--- src/rtl/riscv_irq_ctrl.sv ---
// Machine-mode interrupt controller: mie/mip/mtvec/irq_edge CSRs, arbitration and trap req/ack FSM.
// Define RISCV_IRQ_PRIORITY_EN to add per-platform-source priority CSRs at 0x7C1/0x7C2.
module riscv_irq_ctrl #(
    parameter int unsigned NUM_IRQ     = 16,
    parameter int unsigned SYNC_STAGES = 2,
    parameter logic [31:0] TVEC_RESET  = 32'h0000_0004
) (
    input  logic               clk,
    input  logic               rst_n,
    input  logic [NUM_IRQ-1:0] irq_in,
    input  logic               timer_irq,
    input  logic               ext_irq,
    input  logic               mstatus_mie,
    input  logic [11:0]        csr_addr,
    input  logic               csr_we,
    input  logic [31:0]        csr_wdata,
    output logic [31:0]        csr_rdata,
    output logic               trap_req,
    output logic [31:0]        trap_cause,
    output logic [31:0]        trap_target,
    input  logic               trap_ack,
    input  logic               mret,
    output logic               busy,
    output logic [1:0]         dbg_state_o
);
    localparam logic [11:0] ADDR_MIE   = 12'h304;
    localparam logic [11:0] ADDR_MTVEC = 12'h305;
    localparam logic [11:0] ADDR_MIP   = 12'h344;
    localparam logic [11:0] ADDR_EDGE  = 12'h7C0;
    localparam logic [11:0] ADDR_PRIO0 = 12'h7C1;
    localparam logic [11:0] ADDR_PRIO1 = 12'h7C2;
    localparam logic [31:0] PLAT_MASK  = ((32'h1 << NUM_IRQ) - 32'h1) << 16;
    localparam logic [31:0] MIE_MASK   = PLAT_MASK | 32'h0000_0888;

    typedef enum logic [1:0] {IDLE = 2'd0, REQ = 2'd1, SERVICE = 2'd2} state_e;
    state_e state_q, state_d;

    logic [NUM_IRQ-1:0] sync_q [SYNC_STAGES];
    logic [NUM_IRQ-1:0] irq_s, prev_q, pend_q, pend_d, pend_clr, irq_edge_q;
    logic [31:0]        mie_q, mtvec_q, mip_val, elig, tgt, base;
    logic               msip_q, have;
    logic [4:0]         code;
    logic               req_q, req_d, busy_q, busy_d;
    logic [31:0]        cause_q, cause_d, target_q, target_d;

    assign irq_s       = sync_q[SYNC_STAGES-1];
    assign trap_req    = req_q;
    assign busy        = busy_q;
    assign trap_cause  = cause_q;
    assign trap_target = target_q;
    assign dbg_state_o = state_q;

    always_ff @(posedge clk or negedge rst_n) begin
        if (!rst_n) begin
            for (int i = 0; i < SYNC_STAGES; i++) sync_q[i] <= '0;
            prev_q <= '0;
            pend_q <= '0;
        end else begin
            sync_q[0] <= irq_in;
            for (int i = 1; i < SYNC_STAGES; i++) sync_q[i] <= sync_q[i-1];
            prev_q <= irq_s;
            pend_q <= pend_d;
        end
    end

    // Edge sources are sticky until accepted; a new rising edge beats the clear.
    always_comb begin
        pend_clr = '0;
        for (int k = 0; k < NUM_IRQ; k++) begin
            if (state_q == REQ && trap_ack && cause_q[4:0] == 5'(16 + k)) pend_clr[k] = 1'b1;
        end
        pend_d = (irq_edge_q & ((pend_q & ~pend_clr) | (irq_s & ~prev_q)))
               | (~irq_edge_q & irq_s);
    end

    always_ff @(posedge clk or negedge rst_n) begin
        if (!rst_n) begin
            mie_q      <= '0;
            msip_q     <= 1'b0;
            irq_edge_q <= '0;
            mtvec_q    <= TVEC_RESET;
        end else if (csr_we) begin
            case (csr_addr)
                ADDR_MIE:   mie_q      <= csr_wdata & MIE_MASK;
                ADDR_MIP:   msip_q     <= csr_wdata[3];
                ADDR_EDGE:  irq_edge_q <= csr_wdata[NUM_IRQ-1:0];
                ADDR_MTVEC: mtvec_q    <= {csr_wdata[31:2], csr_wdata[1] ? 2'b00 : csr_wdata[1:0]};
                default: ;
            endcase
        end
    end

`ifdef RISCV_IRQ_PRIORITY_EN
    logic [2:0] prio_q [16];
    logic [2:0] best_prio;

    always_ff @(posedge clk or negedge rst_n) begin
        if (!rst_n) begin
            for (int k = 0; k < 16; k++) prio_q[k] <= 3'd1;
        end else if (csr_we && csr_addr == ADDR_PRIO0) begin
            for (int k = 0; k < 8; k++) prio_q[k] <= csr_wdata[4*k +: 3];
        end else if (csr_we && csr_addr == ADDR_PRIO1) begin
            for (int k = 0; k < 8; k++) prio_q[k+8] <= csr_wdata[4*k +: 3];
        end
    end
`endif

    always_comb begin
        mip_val     = '0;
        mip_val[3]  = msip_q;
        mip_val[7]  = timer_irq;
        mip_val[11] = ext_irq;
        for (int k = 0; k < NUM_IRQ; k++) mip_val[16+k] = pend_q[k];
        elig = mip_val & mie_q & {32{mstatus_mie}};
    end

    always_comb begin
        csr_rdata = '0;
        case (csr_addr)
            ADDR_MIE:   csr_rdata = mie_q;
            ADDR_MIP:   csr_rdata = mip_val;
            ADDR_MTVEC: csr_rdata = mtvec_q;
            ADDR_EDGE:  csr_rdata[NUM_IRQ-1:0] = irq_edge_q;
`ifdef RISCV_IRQ_PRIORITY_EN
            ADDR_PRIO0: for (int k = 0; k < 8; k++) if (k < NUM_IRQ) csr_rdata[4*k +: 3] = prio_q[k];
            ADDR_PRIO1: for (int k = 0; k < 8; k++) if (k + 8 < NUM_IRQ) csr_rdata[4*k +: 3] = prio_q[k+8];
`endif
            default: ;
        endcase
    end

    // Fixed order MEI > MSI > MTI, then platform sources.
    always_comb begin
        have = 1'b1;
        code = 5'd0;
`ifdef RISCV_IRQ_PRIORITY_EN
        best_prio = 3'd0;
`endif
        if (elig[11])     code = 5'd11;
        else if (elig[3]) code = 5'd3;
        else if (elig[7]) code = 5'd7;
        else begin
            have = 1'b0;
`ifdef RISCV_IRQ_PRIORITY_EN
            for (int k = 0; k < NUM_IRQ; k++) begin
                if (elig[16+k] && prio_q[k] > best_prio) begin
                    best_prio = prio_q[k];
                    code      = 5'(16 + k);
                    have      = 1'b1;
                end
            end
`else
            for (int k = NUM_IRQ - 1; k >= 0; k--) begin
                if (elig[16+k]) begin
                    code = 5'(16 + k);
                    have = 1'b1;
                end
            end
`endif
        end
        base = {mtvec_q[31:2], 2'b00};
        tgt  = (mtvec_q[1:0] == 2'b01) ? base + {25'b0, code, 2'b00} : base;
    end

    always_comb begin
        state_d  = state_q;
        req_d    = req_q;
        busy_d   = busy_q;
        cause_d  = cause_q;
        target_d = target_q;
        case (state_q)
            IDLE: begin
                busy_d = 1'b0;
                req_d  = 1'b0;
                if (have) begin
                    cause_d  = {1'b1, 26'b0, code};
                    target_d = tgt;
                    req_d    = 1'b1;
                    state_d  = REQ;
                end
            end
            REQ: if (trap_ack) begin
                req_d   = 1'b0;
                busy_d  = 1'b1;
                state_d = SERVICE;
            end
            SERVICE: if (mret) begin
                busy_d  = 1'b0;
                state_d = IDLE;
            end
            default: begin
                state_d = IDLE;
                req_d   = 1'b0;
                busy_d  = 1'b0;
            end
        endcase
    end

    always_ff @(posedge clk or negedge rst_n) begin
        if (!rst_n) begin
            state_q  <= IDLE;
            req_q    <= 1'b0;
            busy_q   <= 1'b0;
            cause_q  <= '0;
            target_q <= '0;
        end else begin
            state_q  <= state_d;
            req_q    <= req_d;
            busy_q   <= busy_d;
            cause_q  <= cause_d;
            target_q <= target_d;
        end
    end
endmodule

--- config.mk ---
export PLATFORM = sky130hd
export DESIGN_NAME = riscv_irq_ctrl
export DESIGN_NICKNAME = d
export VERILOG_FILES = /design/src/rtl/riscv_irq_ctrl.sv
export SDC_FILE = /design/constraint.sdc
export NUM_CORES = 1
export LEC_CHECK = 0
export CAP_MARGIN = 0
export CORE_MARGIN = 4
export CORE_UTILIZATION = 48
export CTS_BUF_LIST = sky130_fd_sc_hd__clkbuf_16
export DETAILED_ROUTE_END_ITERATION = 10
export GPL_ROUTABILITY_DRIVEN = 0
export PLACE_DENSITY = 0.85
export SLEW_MARGIN = 20
export SYNTH_ARGS = -nofsm -noshare
export SYNTH_HDL_FRONTEND = slang
export SYNTH_SLANG_ARGS = --single-unit
export TNS_END_PERCENT = 5
--- constraint.sdc ---
create_clock -name clk -period 7.2 [get_ports clk]
set_clock_uncertainty 0.05 [all_clocks]
set_input_delay 1.08 -clock clk [delete_from_list [all_inputs] [get_ports clk]]
set_output_delay 1.08 -clock clk [all_outputs]
set_load 0.05 [all_outputs]
==> results.json <==
{
  "status": "finished, final reports clean",
  "cts_buffer_depth": 2,
  "fin_area_sq_um": 9871,
  "ir_drop_uv": 181.4,
  "p_int_mw": 1.822,
  "syn-instance-count": 681,
  "synth.area.mux_share": 0.1269,
  "synth_fa_ha_area_frac": 0.01055,
  "wl_per_cell_um": 19.04,
  "ant_nets": 0,
  "cts_tree": "yes",
  "cts_setup_buffers": 0,
  "clockPowerShare": 0.341,
  "cts_buffers": 17,
  "synth-seq-cells": 171,
  "yosys.area_share.simple": 0.1213,
  "grt_pass1_wl_mm": 31.11,
  "whs_path_depth": 0,
  "ioPinCount": 168,
  "netlist_area_sq_um": 7826,
  "hpwl_mm": 14.54,
  "drt_iter0_markers": 559,
  "ctsResizeCount": 0,
  "firstDrtPassIters": 5,
  "syn_avg_cell_area_sq_um": 11.49,
  "combPwrFrac": 0.243,
  "synthXorXnorAreaFrac": 0.02910,
  "p_total_mw": 2.717,
  "num_antenna_cells": 0,
  "synth_flop_cell": "dfrtp_1",
  "cp-start-kind": "input pin",
  "path_class": "in2out",
  "setup_viol": 0,
  "clk_latency_ns": 0.43,
  "core-area_sq_um": 15940,
  "cp.required_ns": 6.07,
  "grt_start_max_net_pins": 98,
  "cp.arrival_ns": 4.25,
  "synth-edff-count": 0,
  "synth_compound_area_frac": 0.1153,
  "fin_crit_ns": 5.375,
  "antenna_found_initial": 0,
  "synth_top_family_by_area": "multiplexers",
  "nFillCells": 1264,
  "grt_overflow": 0,
  "powerDensity_nw_per_um2": 275.3,
  "seq_area_frac_synth": 0.5469,
  "rows": 46,
  "setup_tns_ns": 0,
  "die_x_um": 135.7,
  "cts.htree.levels": 4,
  "r2r_cells": 15,
  "period_share": 0.7466,
  "endpoint_kind": "output pin",
  "die_height_um": 135.7,
  "clkTransAtPathRegs_ns": 0.06,
  "worstPathMaxFanout": 19,
  "via_per_inst": 5.592,
  "worst_pin_slew_ns": 0.9768,
  "swShare": 0.3296,
  "port_buffers": 139,
  "synth_cell_types": 58,
  "yosysWarnings": 0,
  "ctsRootBufferMaster": "clkbuf_16",
  "hold_class": "reg2reg",
  "drc_errors": 0,
  "start_util": 0.4909,
  "drv_slew": 0,
  "drt_wl_total_mm": 19.88,
  "seqPwrFrac": 0.415,
  "grt_pass1_vias": 5759,
  "p_switching_uw": 895.5,
  "ctsHoldBuffers": 0,
  "p_leak_nw": 4.414,
  "grt_setup_unrepaired": "no",
  "hold_viol_final": 0,
  "fin_nets": 889,
  "async_reset_ff_frac": 1.000,
  "dieArea_sq_um": 18410,
  "placed_area_sq_um": 9273,
  "max_freq_ghz": 0.1860,
  "vias": 5838,
  "grt_use_total": 0.2206,
  "cts_sinks": 171,
  "maxCapViolations": 0,
  "max_slew_margin": 0.3467,
  "drive_gt1_frac": 0.1039,
  "area_growth_pct": 26.12
}
-- worst paths after layout --
kind,end,start,slack (ns)
max in group asynchronous,mie_q[24],rst_n,4.96
min in group asynchronous,trap_cause[31],rst_n,0.70
max reg2reg,trap_target[14],pend_q[6],3.56
min reg2reg,irq_s[5],sync_q[21],0.30
max,csr_rdata[19],csr_addr[11],1.82
min,irq_s[5],sync_q[21],0.30
-- power by group through the flow --
stage / Sequential (mW) / Combinational, mW / Clock (mW)
after floorplan: 1.41 / 0.146 / 0
after global placement: 1.14 / 0.656 / 0
after detailed placement: 1.15 / 0.665 / 0
after CTS: 1.13 / 0.666 / 0.941
after global routing: 1.14 / 0.695 / 0.980
final: 1.13 / 0.662 / 0.927
-- layout by cell type, fill, tap and decap left out, drive strengths merged, types with 6 or more instances in the layout --
master         netlist  final
clkbuf              13     17
o21ai               30     30
buf                 43      6
inv                  8     15
xor2                22     22
and2                 6      6
dfrtp              170    170
and3                11     11
clkdlybuf4s50        0    138
nand4               10     10
a22o                19     19
a32o                18     18
nor2                44     44
nand2               68     68
a21oi               34     34
conb                 1     28
mux2                68     68
nand3               29     29
mux2i               22     22
a22oi                7      7
-- per-stage QoR --
stage                     setup WS, ns  utilization  instances  hold WS, ns
after floorplan                  3.018            -        708       0.2812
after global placement           1.952       0.5816       1012       0.2816
after detailed placement         1.853       0.5816       1012       0.2847
after CTS                        1.818       0.6191       1044       0.2994
after global routing             1.729       0.6191       1044       0.3065
final                            1.825       0.6191       1044       0.2989
-- worst max-delay path, cell delays in order --
cell             delay, ns
clkdlybuf4s50_1       0.40
or3_4                 0.41
nor4b_4               0.80
buf_4                 0.40
nand2_1               0.10
o21ai_0               0.17
clkdlybuf4s50_1       0.88
-- synthesized netlist by cell type (2+ instances only) --
master	instances	area (sq um)
a21o_1	3	22.52
mux2_4	2	30.03
ha_1	5	62.56
o31ai_1	2	15.01
a32o_1	18	180.2
and4_1	2	17.52
buf_4	30	225.2
a22o_1	19	166.4
nor2b_1	5	31.28
and3_1	11	68.82
nor3_1	2	10.01
a22oi_1	7	52.55
xor2_1	22	192.7
o21ai_0	30	150.1
mux2i_1	22	220.2
mux2_2	38	427.9
a21oi_1	33	165.2
a31oi_1	3	18.77
buf_6	3	33.78
mux2_1	28	315.3
nand2b_1	5	31.28
nand3_1	28	140.1
xnor2_1	4	35.03
nand4_1	10	62.56
or2_2	2	12.51
o21bai_1	2	15.01
o21a_1	2	15.01
nand3b_1	2	15.01
a221o_1	2	20.02
clkbuf_1	13	48.80
nand2_1	67	251.5
nor3b_1	2	15.01
nor2_1	43	161.4
buf_2	9	45.04
and2_1	6	37.54
inv_1	8	30.03
dfrtp_1	170	4254
-- flip-flops by register name (all words and copies together), names as in the netlist, 16 cells and up --
| name | count |
|---|---|
| irq_s | 16 |
| pend_q | 16 |
| sync_q | 16 |
| prev_q | 16 |
| mtvec_q | 31 |
| mie_q | 19 |
| trap_target | 30 |
| irq_edge_q | 16 |
-- cells by family (layout without fill, tap and decap cells) --
kind of cell    Yosys count  in the layout
mux                      90             90
xor+xnor                 26             26
fa+ha+maj                 6              6
other cells               1             28
compound gates          130            130
buf+inv                  64            184
simple gates            193            193
flops                   171            171
-- routing by layer --
layer  GRT usage  share of wire
met5           0              0
met3     0.04643          0.071
met4     0.07671          0.024
met1      0.2873           0.42
met2      0.3678           0.49
-- cell type report --
type / instances / area [sq um] / share of cell area
clock buffer: 17 / 425.4 / 0.04310
clock inverter: 15 / 172.7 / 0.01749
tap: 216 / 270.3 / 0.02738
sequential: 171 / 4280 / 0.4336
timing repair buffer: 144 / 1430 / 0.1449
multi-input combinational: 473 / 3262 / 0.3305
inverter: 8 / 30.03 / 0.003042
No activity file was read; power rests on OpenSTA's default activity.
==> RTL change (same settings) <==
Change the parameter `SYNC_STAGES` from 2 to 1.
--- a/src/rtl/riscv_irq_ctrl.sv
+++ b/src/rtl/riscv_irq_ctrl.sv
@@ -2,7 +2,7 @@
 // Define RISCV_IRQ_PRIORITY_EN to add per-platform-source priority CSRs at 0x7C1/0x7C2.
 module riscv_irq_ctrl #(
     parameter int unsigned NUM_IRQ     = 16,
-    parameter int unsigned SYNC_STAGES = 2,
+    parameter int unsigned SYNC_STAGES = 1,
     parameter logic [31:0] TVEC_RESET  = 32'h0000_0004
 ) (
     input  logic               clk,
Behaviour: not the same (a bounded check fails within 4 cycles, from zero or initial values and one cycle with rst_n low).
==> RTL change against the original RTL <==
Area after synthesis down 3.2%; wire length up 1.1%; worst setup slack better by 0.29 ns; synthesized cell count down 0.15%; cell area down 1.9%; core utilization up 1.3 points; sequential cell count down 16.
Power is not compared: it rests on default switching activity, and its combinational part moved more than twofold at a synthesized area within 25%.
==> RTL change: results (changes against the original RTL) <==
multi-input gates: 490 (was 473)
first-pass GRT wire length: 31930 um (was 31110 um)
met1 WL: 8125 um (was 8287 um)
number of library cell types mapped by synthesis: 64 (was 58)
Top reg by flops: mtvec_q (unchanged)
Worst slew margin: 0.4079 (was 0.3467)
min-delay src: irq_s[2]$_DFF_PN0_ (was sync_q[21]$_DFF_PN0_)
Post-Synth Adder-Cell Area: 0.01090 (was 0.01055)
Seq area share: 0.4006 (was 0.4336)
max FFs per register: 31 (unchanged)
Crit Path Max Fanout: 15 (was 19)
FF-to-FF path depth: 13 (was 15)
Sink Count: 155 (was 171)
Non-CTS buffers: 147 (was 144)
DR pass1 iterations: 6 (was 5)
metal2 WL: 9567 um (was 9702 um)
gr usage total: 0.2304 (was 0.2206)
cell count after synthesis: 680 (was 681)
Synth Area in Compound Gates: 0.1379 (was 0.1153)
initial DRC count: 506 (was 559)
Syn-to-layout area delta: 27.81% (was 26.12%)
outcome: finished, final reports clean (unchanged)
pin count of the biggest net entering global routing: 85 (was 98)
CP startpoint: csr_addr[10] (was csr_addr[11])
non-filler cells in the finished layout: 1043 (was 1044)
PostCTS Resize Cnt: 0 (unchanged)
vias in the first global route: 5902 (was 5759)
area of the multi-input gates: 3445 um^2 (was 3262 um^2)
share of cells above drive strength 1: 0.1382 (was 0.1039)
Yosys Warn Count: 0 (unchanged)
clk cell area share: 0.06189 (was 0.06059)
final net count: 893 (was 889)
# fillers: 1213 (was 1264)
met3 WL: 1902 um (was 1411 um)
Crit path largest cell delay: 0.89 ns
reg2reg start: pend_q[14]$_DFF_PN0_ (was pend_q[6]$_DFF_PN0_)
Post-DP HPWL: 14680 um (was 14540 um)
commonest cells in the netlist: 154 x dfrtp_1, 102 x nand2_1, 59 x o21ai_0 (was 170 x dfrtp_1, 67 x nand2_1, 43 x nor2_1)
Vias/cell: 5.620 (was 5.592)
most area-consuming cells after synthesis: dfrtp_1 51%, mux2_2 7.0%, nand2_1 5.1%, mux2_4 4.0%, o21ai_0 3.9% (was dfrtp_1 54%, mux2_2 5.5%, mux2_1 4.0%, nand2_1 3.2%, buf_4 2.9%)
Signal buf overhead: 0.1514 (was 0.1449)
WL final: 20090 um (was 19880 um)
register area share after synthesis: 0.5121 (was 0.5469)
CTS clock-pin slew for the worst setup and hold paths: 0.06 ns (about the same)
xor-xnor portion of the synthesized cell area: 0.02427 (was 0.02910)
post-synthesis mux area share: 0.1385 (was 0.1269)
RTL change: changes by cell type after synthesis, moves of 9 or more:
cell	unedited run	this run
nand2_1	67	102
o21ai_0	30	59
dfrtp_1	170	154
mux2_1	28	0
nor2_1	43	19
nand3_1	28	19
mux2_4	2	20
mux2_2	38	47
xor2_1	22	5
buf_2	9	0
a21oi_1	33	7
xnor2_1	4	16
RTL change: final timing paths:
check	endpoint	slack (ns)
setup / recovery	csr_rdata[11]	2.12
min in group asynchronous	trap_target[3]$_DFFE_PN0P_	0.61
setup reg to reg	trap_target[30]$_DFFE_PN0P_	3.50
hold reg to reg	prev_q[2]$_DFF_PN0_	0.33
hold / removal	prev_q[2]$_DFF_PN0_	0.33
max in group asynchronous	pend_q[10]$_DFF_PN0_	5.32
RTL change: metal layers:
layer	up-vias	GRT usage
met5	-	0
met4	0	0.07714
met3	41	0.07326
met2	266	0.3744
met1	2848	0.2937
li1	2707	-
RTL change: per-stage QoR:
| stage | area [um^2] | setup slack [ns] |
|---|---|---|
| 6_report | 9684 | 2.119 |
| 5_1_grt | 9684 | 2.034 |
| 4_1_cts | 9667 | 1.679 |
| 3_5_place_dp | 9067 | 1.710 |
| 3_3_place_gp | 9056 | 1.770 |
| 2_1_floorplan | 7679 | 2.760 |
RTL change: cell families (layout without fill, tap and decap cells):
family	Yosys count	after routing
adder cells (fa/ha/maj)	6	6
other	1	28
XOR/XNOR	21	21
AO/OA/AOI/OAI	151	151
AND/OR/NAND/NOR	195	195
flip-flops	155	155
multiplexers	89	89
buffers and inverters	62	187
RTL change: power by group:
group / leakage, uW / internal [uW] / switching, uW
Combinational: 0.00181 / 102 / 191
Sequential: 0.00204 / 910 / 43.7
Clock: 0.000295 / 545 / 352
Total: 0.00415 / 1560 / 587
